<file path="config.mk">
export PLATFORM = sky130hd
export DESIGN_NAME = regfile_wb_queue
export DESIGN_NICKNAME = d
export VERILOG_FILES = /design/src/rtl/regfile_wb_queue_pkg.sv /design/src/rtl/wb_bypass_lookup.sv /design/src/rtl/regfile_wb_queue.sv
export SDC_FILE = /design/constraint.sdc
export NUM_CORES = 1
export LEC_CHECK = 0
export ABC_AREA = 1
export CELL_PAD_IN_SITES_DETAIL_PLACEMENT = 1
export CELL_PAD_IN_SITES_GLOBAL_PLACEMENT = 2
export CORE_ASPECT_RATIO = 1.25
export CORE_MARGIN = 8
export CORE_UTILIZATION = 36
export DETAILED_ROUTE_END_ITERATION = 10
export DONT_BUFFER_PORTS = 1
export PLACE_DENSITY_LB_ADDON = 0.1
export SYNTH_ARGS = -nofsm -noshare
export SYNTH_HDL_FRONTEND = slang
export SYNTH_SLANG_ARGS = --single-unit
</file>
<file path="constraint.sdc">
create_clock -name clk -period 9.9 [get_ports clk]
set_input_delay 1.485 -clock clk [delete_from_list [all_inputs] [get_ports clk]]
set_output_delay 1.485 -clock clk [all_outputs]
set_load 0.005 [all_outputs]
</file>
<file path="src/rtl/regfile_wb_queue_pkg.sv">
// Shared types for the register-file write-back path.
package regfile_wb_queue_pkg;

  localparam int unsigned XLEN      = 32;
  localparam int unsigned REG_IDX_W = 5;

  typedef logic [REG_IDX_W-1:0] reg_idx_t;

  typedef struct packed {
    reg_idx_t         rd;
    logic [XLEN-1:0]  data;
  } wb_entry_t;

endpackage

</file>
<file path="src/rtl/wb_bypass_lookup.sv">
// Youngest-match search over the write-back queue for one decode read port.
module wb_bypass_lookup
  import regfile_wb_queue_pkg::*;
#(
  parameter int unsigned DEPTH = 4,
  parameter int unsigned XLEN  = regfile_wb_queue_pkg::XLEN,
  localparam int unsigned PtrW = $clog2(DEPTH)
) (
  input  logic [DEPTH-1:0][REG_IDX_W-1:0] ent_rd,
  input  logic [DEPTH-1:0][XLEN-1:0]      ent_data,
  input  logic [DEPTH-1:0]                ent_valid,
  input  logic [PtrW-1:0]                 head,
  input  logic [REG_IDX_W-1:0]            rs,
  output logic                            hit,
  output logic [XLEN-1:0]                 data
);

  logic [PtrW-1:0] idx;

  // Walk oldest to youngest from the head so the last match wins.
  always_comb begin
    hit  = 1'b0;
    data = '0;
    idx  = '0;
    for (int unsigned i = 0; i < DEPTH; i++) begin
      idx = head + PtrW'(i);
      if (ent_valid[idx] && (ent_rd[idx] == rs) && (rs != '0)) begin
        hit  = 1'b1;
        data = ent_data[idx];
      end
    end
  end

endmodule

</file>
<file path="src/rtl/regfile_wb_queue.sv">
// In-order write-back queue in front of the register file write port, with
// two combinational bypass lookups over the queued results.
module regfile_wb_queue
  import regfile_wb_queue_pkg::*;
#(
  parameter int unsigned DEPTH = 4,
  parameter int unsigned XLEN  = regfile_wb_queue_pkg::XLEN,
  localparam int unsigned PtrW = $clog2(DEPTH),
  localparam int unsigned CntW = PtrW + 1
) (
  input  logic                 clk,
  input  logic                 rst_n,
  input  logic                 in_valid,
  output logic                 in_ready,
  input  logic [REG_IDX_W-1:0] in_rd,
  input  logic [XLEN-1:0]      in_data,
  input  logic                 wb_hold,
  output logic                 reg_write,
  output logic [REG_IDX_W-1:0] rd,
  output logic [XLEN-1:0]      rd_data,
  input  logic [REG_IDX_W-1:0] byp_rs1,
  input  logic [REG_IDX_W-1:0] byp_rs2,
  output logic                 byp_hit1,
  output logic                 byp_hit2,
  output logic [XLEN-1:0]      byp_data1,
  output logic [XLEN-1:0]      byp_data2,
  output logic [CntW-1:0]      count,
  output logic                 empty,
  output logic                 full
);

  logic [DEPTH-1:0][REG_IDX_W-1:0] ent_rd_q;
  logic [DEPTH-1:0][XLEN-1:0]      ent_data_q;
  logic [DEPTH-1:0]                ent_valid;
  logic [PtrW-1:0]                 wptr_q, rptr_q;
  logic [CntW-1:0]                 count_q, count_d;
  logic                            push, pop;
  logic [PtrW-1:0]                 age;

  // Status and drain outputs come from registered state only.
  always_comb begin
    empty     = (count_q == '0);
    full      = (count_q == CntW'(DEPTH));
    in_ready  = !full;
    reg_write = !empty && !wb_hold;
    rd        = empty ? '0 : ent_rd_q[rptr_q];
    rd_data   = empty ? '0 : ent_data_q[rptr_q];
    count     = count_q;
  end

  // x0 writes complete the handshake but are dropped rather than queued.
  always_comb begin
    push    = in_valid && in_ready && (in_rd != '0);
    pop     = reg_write;
    count_d = count_q + CntW'(push) - CntW'(pop);
  end

  // Slot i is occupied when its distance from the head is below the count.
  always_comb begin
    ent_valid = '0;
    age       = '0;
    for (int unsigned i = 0; i < DEPTH; i++) begin
      age          = PtrW'(i) - rptr_q;
      ent_valid[i] = ({1'b0, age} < count_q);
    end
  end

  // Pointers, occupancy and entry storage.
  always_ff @(posedge clk or negedge rst_n) begin
    if (!rst_n) begin
      wptr_q     <= '0;
      rptr_q     <= '0;
      count_q    <= '0;
      ent_rd_q   <= '0;
      ent_data_q <= '0;
    end else begin
      count_q <= count_d;
      if (push) begin
        ent_rd_q[wptr_q]   <= in_rd;
        ent_data_q[wptr_q] <= in_data;
        wptr_q             <= wptr_q + 1'b1;
      end
      if (pop) begin
        rptr_q <= rptr_q + 1'b1;
      end
    end
  end

  wb_bypass_lookup #(
    .DEPTH (DEPTH),
    .XLEN  (XLEN)
  ) u_byp1 (
    .ent_rd    (ent_rd_q),
    .ent_data  (ent_data_q),
    .ent_valid (ent_valid),
    .head      (rptr_q),
    .rs        (byp_rs1),
    .hit       (byp_hit1),
    .data      (byp_data1)
  );

  wb_bypass_lookup #(
    .DEPTH (DEPTH),
    .XLEN  (XLEN)
  ) u_byp2 (
    .ent_rd    (ent_rd_q),
    .ent_data  (ent_data_q),
    .ent_valid (ent_valid),
    .head      (rptr_q),
    .rs        (byp_rs2),
    .hit       (byp_hit2),
    .data      (byp_data2)
  );

endmodule

</file>
Word-level counts from Yosys, hierarchy flattened
Cells that the tools add are included.
- flip-flop bits (word level): 155
- input bits: 51
- logic and storage cells: 115
- add/sub/neg operators: 10
- order comparisons: 10
- equality and inequality tests: 9
- muxes and demuxes: 48
- reductions and logical operators: 27
- operators by type and width (kind ; number):
    two-way mux 32 bit ; 14
    binary-select mux 32 bit (select 2 bit) ; 4
    bitwise mux 128 bit ; 1
    demux 32 bit (select 2 bit) ; 1
    binary-select mux 5 bit (select 2 bit) ; 4
    equality test 5 bit ; 8
    two-way mux 5 bit ; 6
    bitwise mux 20 bit ; 1
    logical AND 1 bit ; 20
    less-than comparator 2 x 3 -> 1 bit, second input constant ; 5
    nonzero test 5 bit ; 3
    less-than comparator 2 x 3 -> 1 bit ; 4
    two-way mux 1 bit ; 12
    demux 5 bit (select 2 bit) ; 1
    binary-select mux 1 bit (select 2 bit) ; 4
    adder 2 x 1 -> 2 bit, second input constant ; 2
    adder 2 bit, second input constant ; 2
    subtractor 1 x 2 -> 2 bit, first input constant ; 2
    subtractor 2 bit, first input constant ; 2
    adder 3 x 1 -> 3 bit ; 1
    equality test 3 bit, second input constant ; 1
    zero test 1 bit ; 3
    zero test 3 bit ; 1
    subtractor 3 x 1 -> 3 bit ; 1
    >= comparator 2 x 1 -> 1 bit, second input constant ; 1

Logic depth before layout (Yosys ltp)
Gate-level depths: netlist of run 1.
- word-level depth: 10
- mapped depth: 24
- depth with buffers taken out: 18

By module
Synthesis of run 1 repeated with hierarchy kept, for this count alone.
- cells, all modules: 3113
- area total of the unflattened synthesis: 18111.1 sq um
- modules (own cells, without submodules) (module ; instances ; cells an instance ; area each (sq um) ; seq. area each (sq um)):
    wb_bypass_lookup ; 2 ; 1049 ; 5107.4 ; 0.0
    regfile_wb_queue ; 1 ; 1015 ; 7896.3 ; 3878.7

Worst setup path before layout of run 1
Ideal clock, no wire load.
- path type: reg2out
- start: reg rptr_q[1]
- end: out byp_data2[1]
- data arrival time: 2693 ps
- required time: 8415 ps
- slack: 5722 ps
- stages on the path, launching flop included: 24
- path through: dfrtp_1 -> buf_6 -> inv_4 -> nand2_1 -> nand2_4 -> buf_6 -> buf_4 -> buf_2 -> buf_2 -> ha_1 -> inv_1 -> nor2_1 -> nand2_1 -> nand3_1 -> nand3_1 -> nand2_1 -> nor2_4 -> buf_2 -> nand3_1 -> nand2_1 -> nand2_1 -> nand2_1 -> nand2_1 -> nand2_1
- cells in the longest elaborated chain, start to end: 10
- ends and longest elaborated chain (item ; RTL line ; text):
    from (decl) ; regfile_wb_queue.sv:35 ; logic [PtrW-1:0] wptr_q, rptr_q;
    from (signal assigned) ; regfile_wb_queue.sv:84 ; rptr_q <= rptr_q + 1'b1;
    subtractor 1 x 2 -> 2 bit / subtractor 2 bit (equally long branches) ; regfile_wb_queue.sv:63 ; age = PtrW'(i) - rptr_q;
    less-than comparator 2 x 3 -> 1 bit ; regfile_wb_queue.sv:64 ; ent_valid[i] = ({1'b0, age} < count_q);
    binary-select mux 1 bit (select 2 bit) ; wb_bypass_lookup.sv:27 ; if (ent_valid[idx] && (ent_rd[idx] == rs) && (rs != '0)) begin
    two-way mux 1 bit (implied by the code) ; wb_bypass_lookup.sv:27 ;
    logical AND 1 bit (2 in a row) ; wb_bypass_lookup.sv:27 ;
    two-way mux 32 bit (3 in a row) ; wb_bypass_lookup.sv:27 ;
    two-way mux 32 bit (*) ; wb_bypass_lookup.sv:27 ;
    to (decl) ; regfile_wb_queue.sv:26 ; output logic [XLEN-1:0] byp_data2,
Mark *: on every way between the ends. The rest lies on a longest branch, timed or not. The select of a mux whose other input is x is not followed.

Final worst setup path of run 1
- start: reg rptr_q[0]
- end: out byp_data2[9]
The elaborated chain is that of the path after synthesis.

==> metrics.txt, run 1 <==
status=finished, final reports clean; Final ANT Viol Nets=0; core box area=between 30000 and 40000 sq um; Arr. time, crit path=approximately 5900 ps; P_leak=7.95 nW; Root Buffer=clkbuf_16; CTS Buffer Depth=2; Tot GR Track Use=27.2%; Max Fanout on Critical Path=between 100 and 150; Crit Path Class=reg2out; PwrDens=423 nW/um^2; DRT iter0 DRCs=1190; num rows=80; CTS tree=yes; Worst EP required=around 8400 ps; proportion of layout cells with a drive suffix above 1=4.11%; Net count, final=between 2000 and 2500; hold buffers post-CTS=0; fin. max-slew vios=0; pre-CTS setup slack=roughly 3000 ps; Max Cap Viol=0; GRT overflow=0; final core occ=between 30% and 40%; gpl congestion=0.877; placed cells=~2800; f_max=136 MHz; drt drc=0; largest net degree at the start of global routing=between 150 and 200; first drt pass iteration count=5; Post-Route WL=61700 um; crit path launch type=flop; Final Hold Vio Count=0; Hold Crit Class=reg2reg; first-pass GRT wire length=~96000 um; RSZ-0062 raised after global routing=false; post-synth cell types=33; Filler cells=around 5300; critical path capture point type=primary output; clk_skew=6.13 ps; Layout area overhead=4.92%; routed vias=about 16000; final worst slack=2520 ps; synthesized cell area=roughly 14000 sq um; non-filler cells, final=between 2000 and 3000; crit-path cells=buf_4, nand2_1, nand2_4, ha_1, inv_1, nor2_1, nand2_1, nand3_1, nand3_1, nand2_1, nor2_4, nand2_2, nand2_1, nand2_1, nand2_1; largest area contributor in the netlist=nand2_1; final setup fails=0; final period utilization=between 70% and 80%; Setup TNS=0 ps; Post-CTS Resized=0; Top cell by count, worst path=nand2_1; fin crit period=about 7400 ps; DIE HEIGHT=approximately 240 um; crit-path max cell delay=1050 ps; Synth area leaders=nand2_1, dfrtp_1, o21ai_0; Worst slew margin=between 10% and 20%; boundary pin count=161; die area=45400 sq um; vias in the first global route=between 15000 and 20000; synth warn=0; WL per Instance=between 20 and 25 um; Post-CTS Setup Repair Bufs=0; ANT cells=0; top cell type's share of synthesized area=between 20% and 30%; Critical-path top delay cell=dfrtp_4; Post-Syn Instances=2475; CTS Buf Count=17; latest clock arrival within the worst-skew pair=about 460 ps; initial core utilization=a little over a third; Vias/cell=5.52; syn_area_per_cell=roughly 5.6 sq um; peak supply drop=0.203 mV; Port Buffers=0; post-synthesis sequential area ratio=27.8%; Slew @ Worst Pin=around 1200 ps; htree depth=4; die width=just under 200 um; dpl hpwl=39800 um; FF+latch count, synth=around 160; clk sinks=about 160; initial antenna violation count=0; Syn Nets=2537; clk slew on worst S/H paths=70 ps
power by group:
part / internal, W / total (W) / switching [W]
registers: 0.000937 / 0.00116 / 0.000221
clock network: 0.000470 / 0.000779 / 0.000308
logic: 0.00101 / 0.00426 / 0.00325
worst max-delay path, delay by kind of cell (launching register included):
kind | cells | cell delay, ps
adder cells (fa/ha/maj) | 1 | 270
buffers and inverters | 2 | 910
flip-flops | 1 | 1050
AND/OR/NAND/NOR | 12 | 3060
flip-flops by register name, summed over array words and instances (netlist names):
name / count
rptr_q: 2
wptr_q: 2
ent_data_q: 128
count: 3
ent_rd_q: 20
layout make-up:
class	count	area, sq um	area share [%]
Multi-Input combinational cell	1882	8310	56.8
Sequential cell	155	3880	26.5
Inverter	271	1020	6.98
Tap cell	492	616	4.20
Clock buffer	23	478	3.26
Clock inverter	9	184	1.26
Timing Repair Buffer	20	150	1.03
synth_stat cells, drive strengths merged:
cell type     n
nand3b        1
o22ai         1
nand3       270
or3           1
o311ai        1
inv         271
xor2          6
a21oi         1
nand4         6
xnor2         1
dfrtp       155
buf         105
clkbuf       62
ha           10
fa            1
a21boi        2
nor2         66
o211ai        2
o21ai       416
nor3          2
nand2      1095
cells by family after synthesis:
logic type                 share of synthesized area [%]
DFF                                                 27.8
AOI/OAI and AO/OA                                   15.4
buffers and inverters                               13.1
adders and majority gates                           1.04
and+or+nand+nor                                     42.2
xor gates and xnor gates                           0.439
through the flow:
| step | instance area, sq um | power (W) | hold slack [ps] |
|---|---|---|---|
| after global routing | 14600 | 0.00679 | 559 |
| after floorplan | 14000 | 0.00410 | 482 |
| after detailed placement | 14000 | 0.00543 | 512 |
| final | 14600 | 0.00620 | 523 |
| after global placement | 14000 | 0.00532 | 499 |
| after CTS | 14600 | 0.00623 | 526 |
per-layer routing:
layer | part of all wire, % | GRT usage, % | routed length [um]
met1 | 43 | 34.4 | 26600
met2 | 48 | 45.6 | 29700
met5 | 0 | 0 | 0
met3 | 5.5 | 4.03 | 3390
met4 | 3.4 | 11.1 | 2070
layout by cell type (no fill, tap or decap), drive strengths merged:
| cell type | synthesis | final |
|---|---|---|
| nand2 | 1095 | 1095 |
| o21ai | 416 | 416 |
| inv | 271 | 272 |
| nand3 | 270 | 270 |
| dfrtp | 155 | 155 |
| nor2 | 66 | 66 |
| clkbuf | 62 | 23 |
| buf | 105 | 20 |
| ha | 10 | 10 |
| xor2 | 6 | 6 |
| nand4 | 6 | 6 |
| bufinv | 0 | 5 |
| a21boi | 2 | 2 |
| o211ai | 2 | 2 |
| clkinv | 0 | 2 |
| nor3 | 2 | 2 |
| o22ai | 1 | 1 |
| nand3b | 1 | 1 |
| xnor2 | 1 | 1 |
| a21oi | 1 | 1 |
| or3 | 1 | 1 |
| o311ai | 1 | 1 |
| fa | 1 | 1 |
| clkinvlp | 0 | 1 |
final timing paths:
path,start,to,slack (ps),cells after the start
setup reg to reg,count[1],ent_data_q[74],6770,9
hold / removal,ent_data_q[126],ent_data_q[126],520,2
min in group asynchronous,rst_n,ent_rd_q[11],730,0
setup / recovery,rptr_q[0],byp_data2[9],2520,15
max in group asynchronous,rst_n,ent_data_q[104],8580,0
hold reg to reg,ent_data_q[126],ent_data_q[126],520,2
No activity file was read; power rests on OpenSTA's default activity.
==> inputs of run 2 (changes only) <==
--- a/config.mk
+++ b/config.mk
@@ -10,7 +10,7 @@
 export CELL_PAD_IN_SITES_GLOBAL_PLACEMENT = 2
 export CORE_ASPECT_RATIO = 1.25
 export CORE_MARGIN = 8
-export CORE_UTILIZATION = 36
+export CORE_UTILIZATION = 34
 export DETAILED_ROUTE_END_ITERATION = 10
 export DONT_BUFFER_PORTS = 1
 export PLACE_DENSITY_LB_ADDON = 0.1
==> constraint.sdc (replaced) <==
create_clock -name clk -period 7.7 [get_ports clk]
set_input_delay 1.155 -clock clk [delete_from_list [all_inputs] [get_ports clk]]
set_output_delay 1.155 -clock clk [all_outputs]
set_load 0.005 [all_outputs]
==> metrics.txt, run 2 (synthesis gave the netlist of run 1 again) <==
Final Hold Vio Count=0 (unchanged); WL per Instance=19.7 um (was 21.6 um); crit path launch type=flop (unchanged); Crit Path Class=reg2out (unchanged); dpl hpwl=39500 um (was 39800 um); Top cell by count, worst path=nand2_1 (unchanged); Post-CTS Resized=0 (unchanged); Max Cap Viol=0 (unchanged); crit-path cells=inv_4, nand2_1, nand2_4, ha_1, inv_1, nor2_1, nand2_1, nand3_1, nand2_1, nand2_1, nand2_1, inv_1, nor2_2, nand2_2, inv_2, nand2_1, nand2_1 (was buf_4, nand2_1, nand2_4, ha_1, inv_1, nor2_1, nand2_1, nand3_1, nand3_1, nand2_1, nor2_4, nand2_2, nand2_1, nand2_1, nand2_1); PwrDens=528 nW/um^2 (was 423 nW/um^2); Post-Route WL=57500 um (was 61700 um); critical path capture point type=primary output (unchanged); P_leak=7.91 nW (was 7.95 nW); Arr. time, crit path=5230 ps (was 5890 ps); register bank with the most flops=ent_data_q (unchanged); die area=47800 sq um (was 45400 sq um); Slew @ Worst Pin=1270 ps (was 1240 ps); Final ANT Viol Nets=0 (unchanged); CP delay by family, top=simple AND/OR/NAND/NOR gates (unchanged); htree depth=4 (unchanged); hold buffers post-CTS=0 (unchanged); crit-path max cell delay=990 ps (was 1050 ps); Port Buffers=0 (unchanged); status=finished, final reports clean (unchanged); most common cell after layout, fill and taps aside=nand2_1 (unchanged); Max Fanout on Critical Path=90 (was 111); Worst slew margin=14.8% (was 17.3%); final setup fails=0 (unchanged); Root Buffer=clkbuf_16 (unchanged); Critical-path top delay cell=dfrtp_4 (unchanged); final period utilization=roughly 83%; Layout area overhead=4.81% (was 4.92%); Final Cell Area=14600 sq um (about the same); fin crit period=between 6000 and 7000 ps; Hold Crit Class=in2async (was reg2reg); peak supply drop=0.225 mV (was 0.203 mV); clk slew on worst S/H paths=70 ps (about the same); initial antenna violation count=0 (unchanged); CTS Buf Count=17 (unchanged); Worst EP required=6550 ps (was 8420 ps); Int Pwr=0.00297 W (was 0.00242 W); proportion of layout cells with a drive suffix above 1=4.23% (was 4.11%); first drt pass iteration count=5 (unchanged); first-pass GRT wire length=90600 um (was 95500 um); ANT cells=0 (unchanged); routed vias=15100 (was 15700); clk_skew=10.6 ps (was 6.13 ps); switching share of power=61.5% (was 61.0%); Area after DPL=14000 sq um (about the same); Flop pwr share=19.1% (was 18.7%); core box area=40800 sq um (was 38200 sq um); vias in the first global route=15400 (was 16000); Clock Power Share=11.1% (was 12.6%); num rows=83 (was 80); initial core utilization=34.2% (was 36.5%); f_max=157 MHz; DRT iter0 DRCs=773 (was 1190); CP Buf/Inv Count=4 (was 2); largest net degree at the start of global routing=156 (unchanged); CTS tree=yes (unchanged); CTS Buffer Depth=2 (unchanged); DIE HEIGHT=243 um (was 236 um); gpl congestion=0.880 (was 0.877); Post-CTS Setup Repair Bufs=0 (unchanged); fin. max-slew vios=0 (unchanged); most frequent cells in the layout=nand2_1, o21ai_0, nand3_1 (unchanged); Tot GR Track Use=24.2% (was 27.2%); drt drc=0 (unchanged); die width=197 um (was 192 um); latest clock arrival within the worst-skew pair=450 ps (was 460 ps); sw power=0.00475 W (was 0.00378 W); Net count, final=2411 (was 2409); Vias/cell=5.18 (was 5.52); clk sinks=155 (unchanged); Logic pwr share=69.8% (was 68.8%); RSZ-0062 raised after global routing=false (unchanged); max reg flops=128 (unchanged); Setup TNS=0 ps (unchanged); GRT overflow=0 (unchanged); boundary pin count=161 (unchanged)
==> run 2: layer usage <==
layer	track usage, %	vias to the layer above	wire length (um)
li1	-	7494	-
met4	7.64	0	1430
met5	0	-	0
met2	40.4	299	27100
met3	3.61	60	2590
met1	31.4	7252	26400
==> run 2: worst paths after layout <==
check                      slack, ps  depth (start not counted)             end            from
min in group clk                 520                          2  ent_data_q[52]  ent_data_q[52]
max in group asynchronous       6980                          0  ent_data_q[51]           rst_n
min                              410                          0     ent_rd_q[1]           rst_n
max                             1320                         17    byp_data1[7]       rptr_q[0]
max reg2reg                     4510                         10        count[1]        count[1]
min reg2reg                      520                          2  ent_data_q[52]  ent_data_q[52]
==> run 2: cell type report <==
| type | instances | area (sq um) |
|---|---|---|
| Inverter | 271 | 1020 |
| Timing Repair Buffer | 22 | 165 |
| Tap cell | 552 | 691 |
| Fill cell | 5583 | 26200 |
| Sequential cell | 155 | 3880 |
| Multi-Input combinational cell | 1882 | 8280 |
| Clock buffer | 19 | 453 |
| Clock inverter | 13 | 133 |
==> run 2: per-stage QoR <==
step	setup slack, ps	util (%)	hold slack, ps	instances	power (W)
after detailed placement	1790	34.4	511	2882	0.00690
after global placement	1920	34.4	499	2882	0.00674
final	1320	35.8	410	2914	0.00772
after global routing	932	35.8	381	2914	0.00854
after CTS	1300	35.8	384	2914	0.00778
after floorplan	3850	-	482	2475	0.00528
==> run 2: power by group through the flow <==
| stage | clock network (W) | logic (W) | registers (W) |
|---|---|---|---|
| 6_report | 0.000857 | 0.00539 | 0.00147 |
| 5_1_grt | 0.000908 | 0.00610 | 0.00153 |
| 4_1_cts | 0.000881 | 0.00542 | 0.00147 |
| 3_5_place_dp | 0 | 0.00541 | 0.00149 |
| 3_3_place_gp | 0 | 0.00527 | 0.00147 |
| 2_1_floorplan | 0 | 0.00392 | 0.00136 |
